--- config.mk ---
export PLATFORM = sky130hd
export DESIGN_NAME = regfile_sweep_flat
export DESIGN_NICKNAME = d
export VERILOG_FILES = /design/src/rtl/regfile_sweep_pkg.sv /design/src/rtl/regfile_sweep_if.sv /design/src/rtl/regfile_sweep_tick_gen.sv /design/src/rtl/regfile_sweep.sv /design/src/flat_wrapper.sv
export SDC_FILE = /design/constraint.sdc
export NUM_CORES = 1
export LEC_CHECK = 0
export CAP_MARGIN = 5
export CORE_MARGIN = 2
export CORE_UTILIZATION = 62
export CTS_CLUSTER_DIAMETER = 150
export CTS_CLUSTER_SIZE = 30
export DETAILED_ROUTE_END_ITERATION = 16
export PLACE_DENSITY = 0.81
export SYNTH_ARGS = -nofsm -noshare
export SYNTH_HDL_FRONTEND = slang
export SYNTH_SLANG_ARGS = --single-unit
export TNS_END_PERCENT = 100
--- constraint.sdc ---
create_clock -name clk -period 14.25 [get_ports clk]
set_input_delay 2.85 -clock clk [delete_from_list [all_inputs] [get_ports clk]]
set_output_delay 2.85 -clock clk [all_outputs]
set_load 0.02 [all_outputs]
--- src/rtl/regfile_sweep_pkg.sv ---
// Shared types, default parameters and the reset-pattern helper for regfile_sweep.
package regfile_sweep_pkg;

    typedef enum logic [1:0] {
        IDLE = 2'd0,
        RD   = 2'd1,
        WR   = 2'd2
    } state_e;

    localparam int DEF_DATA_W   = 16;
    localparam int DEF_ADDR_W   = 4;
    localparam int DEF_TICK_DIV = 781250;

    // Upper half of the entry holds the index replicated and truncated; lower half is zero.
    // Result is 64 bits wide; callers keep the low data_w bits.
    function automatic logic [63:0] init_entry(input int data_w, input int addr_w, input int idx);
        logic [63:0] v;
        int          half;
        int          bitv;
        v    = '0;
        half = data_w / 2;
        for (int b = 0; b < half; b++) begin
            bitv = (idx >> (b % addr_w)) & 1;
            v    = v | (64'(bitv) << (half + b));
        end
        return v;
    endfunction

endpackage

--- src/rtl/regfile_sweep_if.sv ---
// Host-side bus of regfile_sweep: two read ports, one write port, sweep control/status.
// Valid/ready note: there is no backpressure; wr_en is a single-cycle strobe that is
// always accepted, and read data is combinational from the current address.
interface regfile_sweep_if
    import regfile_sweep_pkg::*;
#(
    parameter int DATA_W = DEF_DATA_W,
    parameter int ADDR_W = DEF_ADDR_W
);
    logic [ADDR_W-1:0] rd_addr_a;
    logic [DATA_W-1:0] rd_data_a;
    logic [ADDR_W-1:0] rd_addr_b;
    logic [DATA_W-1:0] rd_data_b;
    logic              wr_en;
    logic [ADDR_W-1:0] wr_addr;
    logic [DATA_W-1:0] wr_data;
    logic              sweep_en;
    logic              sweep_busy;
    logic [ADDR_W-1:0] sweep_idx;
    logic              sweep_done;
    state_e            dbg_state;

    modport master (
        output rd_addr_a, rd_addr_b, wr_en, wr_addr, wr_data, sweep_en,
        input  rd_data_a, rd_data_b, sweep_busy, sweep_idx, sweep_done, dbg_state
    );

    modport slave (
        input  rd_addr_a, rd_addr_b, wr_en, wr_addr, wr_data, sweep_en,
        output rd_data_a, rd_data_b, sweep_busy, sweep_idx, sweep_done, dbg_state
    );

endinterface

--- src/rtl/regfile_sweep_tick_gen.sv ---
// Free-running prescaler: tick is high for one cycle out of every TICK_DIV.
module tick_gen #(
    parameter int TICK_DIV = 4
) (
    input  logic clk,
    input  logic rst,
    output logic tick
);
    localparam int CW = (TICK_DIV > 1) ? $clog2(TICK_DIV) : 1;
    localparam logic [CW-1:0] LAST = CW'(TICK_DIV - 1);

    logic [CW-1:0] cnt;

    always_ff @(posedge clk or posedge rst) begin
        if (rst) begin
            cnt <= '0;
        end else if (cnt == LAST) begin
            cnt <= '0;
        end else begin
            cnt <= cnt + CW'(1);
        end
    end

    assign tick = (cnt == LAST);

endmodule

--- src/rtl/regfile_sweep.sv ---
// Register file with two async read ports, one write port shared between the host and
// an internal sweep engine that adds STEP to each entry in turn on every tick.
module regfile_sweep
    import regfile_sweep_pkg::*;
#(
    parameter int              DATA_W   = DEF_DATA_W,
    parameter int              ADDR_W   = DEF_ADDR_W,
    parameter int              TICK_DIV = DEF_TICK_DIV,
    parameter logic [DATA_W-1:0] STEP   = DATA_W'(1)
) (
    input logic            clk,
    input logic            rst,
    regfile_sweep_if.slave bus
);
    localparam int DEPTH = 2 ** ADDR_W;

    logic [DATA_W-1:0] mem [DEPTH];
    state_e            state;
    logic [ADDR_W-1:0] idx;
    logic [DATA_W-1:0] hold;
    logic              stale;
    logic              done;
    logic              tick;

    logic              we;
    logic [ADDR_W-1:0] wa;
    logic [DATA_W-1:0] wd;
    logic              sweep_wr;
    logic              wr_hit_idx;
    logic              wr_stall;

    function automatic logic [DATA_W-1:0] reset_val(input int i);
        logic [63:0] v;
        v = init_entry(DATA_W, ADDR_W, i);
        return v[DATA_W-1:0];
    endfunction

    tick_gen #(.TICK_DIV(TICK_DIV)) u_tick (
        .clk  (clk),
        .rst  (rst),
        .tick (tick)
    );

    // Host writes own the port; the sweep only writes in WR when the host is quiet
    // and no host write hit this entry between read and write.
    always_comb begin
        wr_hit_idx = bus.wr_en && (bus.wr_addr == idx);
        wr_stall   = bus.wr_en && !wr_hit_idx;
        sweep_wr   = (state == WR) && !bus.wr_en && !stale;
        we         = bus.wr_en || sweep_wr;
        wa         = bus.wr_en ? bus.wr_addr : idx;
        wd         = bus.wr_en ? bus.wr_data : hold;
    end

    always_ff @(posedge clk or posedge rst) begin
        if (rst) begin
            for (int i = 0; i < DEPTH; i++) begin
                mem[i] <= reset_val(i);
            end
        end else if (we) begin
            mem[wa] <= wd;
        end
    end

    always_ff @(posedge clk or posedge rst) begin
        if (rst) begin
            state <= IDLE;
            idx   <= '0;
            hold  <= '0;
            stale <= 1'b0;
            done  <= 1'b0;
        end else begin
            done <= 1'b0;
            case (state)
                IDLE: begin
                    if (tick && bus.sweep_en) begin
                        state <= RD;
                    end
                end
                RD: begin
                    hold  <= mem[idx] + STEP;
                    stale <= wr_hit_idx;
                    state <= WR;
                end
                WR: begin
                    // A host write elsewhere holds us here; otherwise the step retires.
                    if (!wr_stall) begin
                        idx   <= idx + ADDR_W'(1);
                        done  <= &idx;
                        stale <= 1'b0;
                        state <= IDLE;
                    end
                end
                default: state <= IDLE;
            endcase
        end
    end

    assign bus.rd_data_a  = mem[bus.rd_addr_a];
    assign bus.rd_data_b  = mem[bus.rd_addr_b];
    assign bus.sweep_busy = (state != IDLE);
    assign bus.sweep_idx  = idx;
    assign bus.sweep_done = done;
    assign bus.dbg_state  = state;

endmodule

--- src/flat_wrapper.sv ---
// flat-port wrapper written by rule: the top's interface ports become plain ports
module regfile_sweep_flat import regfile_sweep_pkg::*;
#(
    parameter int              DATA_W   = DEF_DATA_W,
    parameter int              ADDR_W   = DEF_ADDR_W,
    parameter int              TICK_DIV = DEF_TICK_DIV,
    parameter logic [DATA_W-1:0] STEP   = DATA_W'(1)
)
  (clk, rst, bus_rd_addr_a, bus_rd_addr_b, bus_wr_en, bus_wr_addr, bus_wr_data, bus_sweep_en, bus_rd_data_a, bus_rd_data_b, bus_sweep_busy, bus_sweep_idx, bus_sweep_done, bus_dbg_state);
  regfile_sweep_if #(.DATA_W(DATA_W), .ADDR_W(ADDR_W)) bus_i ();
  input logic clk;
  input logic rst;
  input wire logic [$bits(bus_i.rd_addr_a)-1:0] bus_rd_addr_a;
  input wire logic [$bits(bus_i.rd_addr_b)-1:0] bus_rd_addr_b;
  input wire logic [$bits(bus_i.wr_en)-1:0] bus_wr_en;
  input wire logic [$bits(bus_i.wr_addr)-1:0] bus_wr_addr;
  input wire logic [$bits(bus_i.wr_data)-1:0] bus_wr_data;
  input wire logic [$bits(bus_i.sweep_en)-1:0] bus_sweep_en;
  output wire logic [$bits(bus_i.rd_data_a)-1:0] bus_rd_data_a;
  output wire logic [$bits(bus_i.rd_data_b)-1:0] bus_rd_data_b;
  output wire logic [$bits(bus_i.sweep_busy)-1:0] bus_sweep_busy;
  output wire logic [$bits(bus_i.sweep_idx)-1:0] bus_sweep_idx;
  output wire logic [$bits(bus_i.sweep_done)-1:0] bus_sweep_done;
  output wire logic [$bits(bus_i.dbg_state)-1:0] bus_dbg_state;
  assign bus_i.rd_addr_a = bus_rd_addr_a;
  assign bus_i.rd_addr_b = bus_rd_addr_b;
  assign bus_i.wr_en = bus_wr_en;
  assign bus_i.wr_addr = bus_wr_addr;
  assign bus_i.wr_data = bus_wr_data;
  assign bus_i.sweep_en = bus_sweep_en;
  assign bus_rd_data_a = bus_i.rd_data_a;
  assign bus_rd_data_b = bus_i.rd_data_b;
  assign bus_sweep_busy = bus_i.sweep_busy;
  assign bus_sweep_idx = bus_i.sweep_idx;
  assign bus_sweep_done = bus_i.sweep_done;
  assign bus_dbg_state = bus_i.dbg_state;
  regfile_sweep #(.DATA_W(DATA_W), .ADDR_W(ADDR_W), .TICK_DIV(TICK_DIV), .STEP(STEP)) u_core (.clk(clk), .rst(rst), .bus(bus_i));
endmodule
==> impl_results.md <==
* Status: complete, no violations
* Sequential element share of the synthesized area at 42.91%
* Most frequent cells in the layout: 233 x dfrtp_1, 204 x mux4_2, 175 x nand2_1
* I/O pin count at 72
* Postcts setup bufs at 0
* RePlAce Congestion at 0.8655
* Area of the multi-input gates at 9403 sq um
* Fmax at 116.0 MHz
* Routed len/inst at 25.73 um
* Largest net degree at the start of global routing at 167
* Vias in the first global route at 13058
* Final setup TNS at 0 ns
* Main flop type after synthesis: dfrtp_1
* RR Startpoint: u_core.bus.sweep_idx[1]
* Port bufs at 71
* R2r endpoint: u_core.hold[12]
* First-pass GRT wire length at 74870 um
* Share of post-route cells with drive strength above 1 at 24.86%
* Synth Cell Area at 17680 sq um
* Slew Limit Fails at 0
* RSZ-0062 raised after global routing: false
* Slew HR at 11.97%
* Antenna violations before repair at 0
* Total power at 2.875 mW
* EDFF count, synth at 0
* Die H at 172.9 um
* Synthesized instance count at 1457
* Starting Density at 63.30%
* Pwr Density at 152.7 nW/um^2
* Gr usage total at 32.23%
* CTS tree: yes
* Final Cycle Share at 60.47%
* Synth Area per Inst at 12.14 sq um
* CP required at 11.40 ns
* Via count at 13033
* Die area at 29890 sq um
* Number of max-cap violations at 0
* Cts hold-fix bufs at 0
* Worst Hold Depth at 1
* CTS root buf: clkbuf_16
* Slew @ Worst Pin at 1.284 ns
* Synth cell types at 69
* Crit-path max FO at 39
* CP endpoint: bus_rd_data_a[15]
* R2R depth at 8
* Gr ovfl total at 0
* Arrival @ worst endpoint at 5.77 ns
* Drt total wl at 47080 um
* Hold WC Path Type: reg -> reg
* TritonRoute pass-1 iters at 8
* DRC at 0
* Fillcell total at 1984
* Layout area overhead at 6.482%
* Die width at 172.9 um
* Worst-Skew Late Latency at 0.51 ns
* DP Wirelength at 29470 um
* DRT antenna net count at 0
* Warnings from Yosys at 0
* Setup crit start: bus_rd_addr_a[0]
* FFs w/ async S/R, synth at 100.0%
* Peak supply drop at 82.00 uV
* FF/Latch Area at 7594 sq um
* Crit end category: output port
* Synth Net Count at 1493
* # rows at 61
* Reg clk slew, reported paths at 0.12 ns
* ANT cells at 0
* Detailed Route Iter0 Violations at 1568
* CORE AREA at 27930 sq um
* Flop-to-flop setup slack at 10.11 ns
* Flops & latches, synth at 300
* Setup Viol. Count Final at 0
* H-tree Lvls at 1
* Crit path kind: in -> out
* Hold Fails Final Rpt at 0
* Via density at 7.122
* Sink Count at 300
* CTS Buf Count at 13
* Commonest non-fill, non-tap cell in the layout: dfrtp_1
* CTS resizes at 0
* Minimum clock period at 8.618 ns
* Layout Skew at 0.02152 ns
* CP startpoint kind: input pin
* CTS Buffer Depth at 3
* NumNets Final at 1483
* Leak pwr at 7.438 nW
## worst min-delay path by stage
stage	slack, ns	endpoint	from
6_report	0.50	u_core.u_tick.cnt[4]	u_core.u_tick.cnt[4]
5_1_grt	0.51	u_core.hold[13]	u_core.hold[13]
4_1_cts	0.50	u_core.u_tick.cnt[4]	u_core.u_tick.cnt[4]
3_5_place_dp	0.47	u_core.hold[8]	u_core.hold[8]
3_3_place_gp	0.46	u_core.hold[1]	u_core.hold[1]
2_1_floorplan	0.44	u_core.hold[1]	u_core.hold[1]
## area by class of cell
type                       count  area share [%]
timing repair buffer         106           5.130
sequential                   300           40.33
clock buffer                  20           1.867
multi-input combinational   1017           49.94
inverter                       9          0.2193
tap                          378           2.512
## critical path: stages
cell and delay, ns:
buf_4 0.44, buf_4 0.71, mux4_2 0.61, mux4_2 0.50
clkdlybuf4s50_1 0.56
## cell usage after synthesis, types with 11 or more instances
cell type / number / area share [%]
a21oi_1: 133 / 3.8
o21ai_0: 141 / 4.0
dfstp_2: 64 / 9.5
nor2_1: 160 / 3.4
dfrtp_1: 236 / 33
clkbuf_1: 61 / 1.3
buf_1: 25 / 0.53
nand3_1: 12 / 0.34
nand2_1: 175 / 3.7
mux4_1: 20 / 3.0
xnor2_1: 20 / 0.99
a22oi_1: 11 / 0.47
mux2i_1: 30 / 1.7
xor2_1: 13 / 0.64
mux4_2: 204 / 26
buf_2: 29 / 0.82
## registers in the layout, indices dropped and copies added, names as in the netlist
signal                 flops
u_core.bus.sweep_done      1
u_core.u_tick.cnt         20
u_core.bus.sweep_idx       4
u_core.mem               256
u_core.bus.dbg_state       2
u_core.hold               16
u_core.stale               1
## metal layers
layer	part of all wire [%]	global-route usage (%)	routed length (um)
met1	37	44.40	17270
met2	49	51.75	22930
met3	9.6	4.947	4539
met4	5.0	14.48	2332
met5	0	0	0
## metrics by stage
step,cells,utilization [%],cell area [sq um],worst slack (ns),hold slack (ns)
after CTS,1826,67.29,18800,5.597,0.5018
after global placement,1806,66.04,18450,5.666,0.4601
after floorplan,1457,-,17680,3.217,0.4450
final,1830,67.40,18830,5.632,0.4996
after detailed placement,1806,66.04,18450,5.602,0.4747
after global routing,1830,67.40,18830,5.477,0.5140
## cells by family (layout without fill, tap and decap cells)
family / after synthesis / count (layout) / share of synthesized area [%]
AO/OA/AOI/OAI: 319 / 319 / 9.907
flip-flops: 300 / 300 / 42.91
buffers and inverters: 140 / 135 / 4.019
adder cells (fa/ha/maj): 4 / 4 / 0.2831
XOR/XNOR: 33 / 33 / 1.635
multiplexers: 259 / 259 / 31.06
AND/OR/NAND/NOR: 402 / 402 / 10.18
## power breakdown
| part | total [mW] | internal (mW) | switching [mW] |
|---|---|---|---|
| Clock | 0.440 | 0.174 | 0.266 |
| Combinational | 1.05 | 0.591 | 0.454 |
| Sequential | 1.39 | 1.12 | 0.267 |
| Total | 2.88 | 1.89 | 0.988 |
Note: power is estimated with default switching activity, not from simulation.
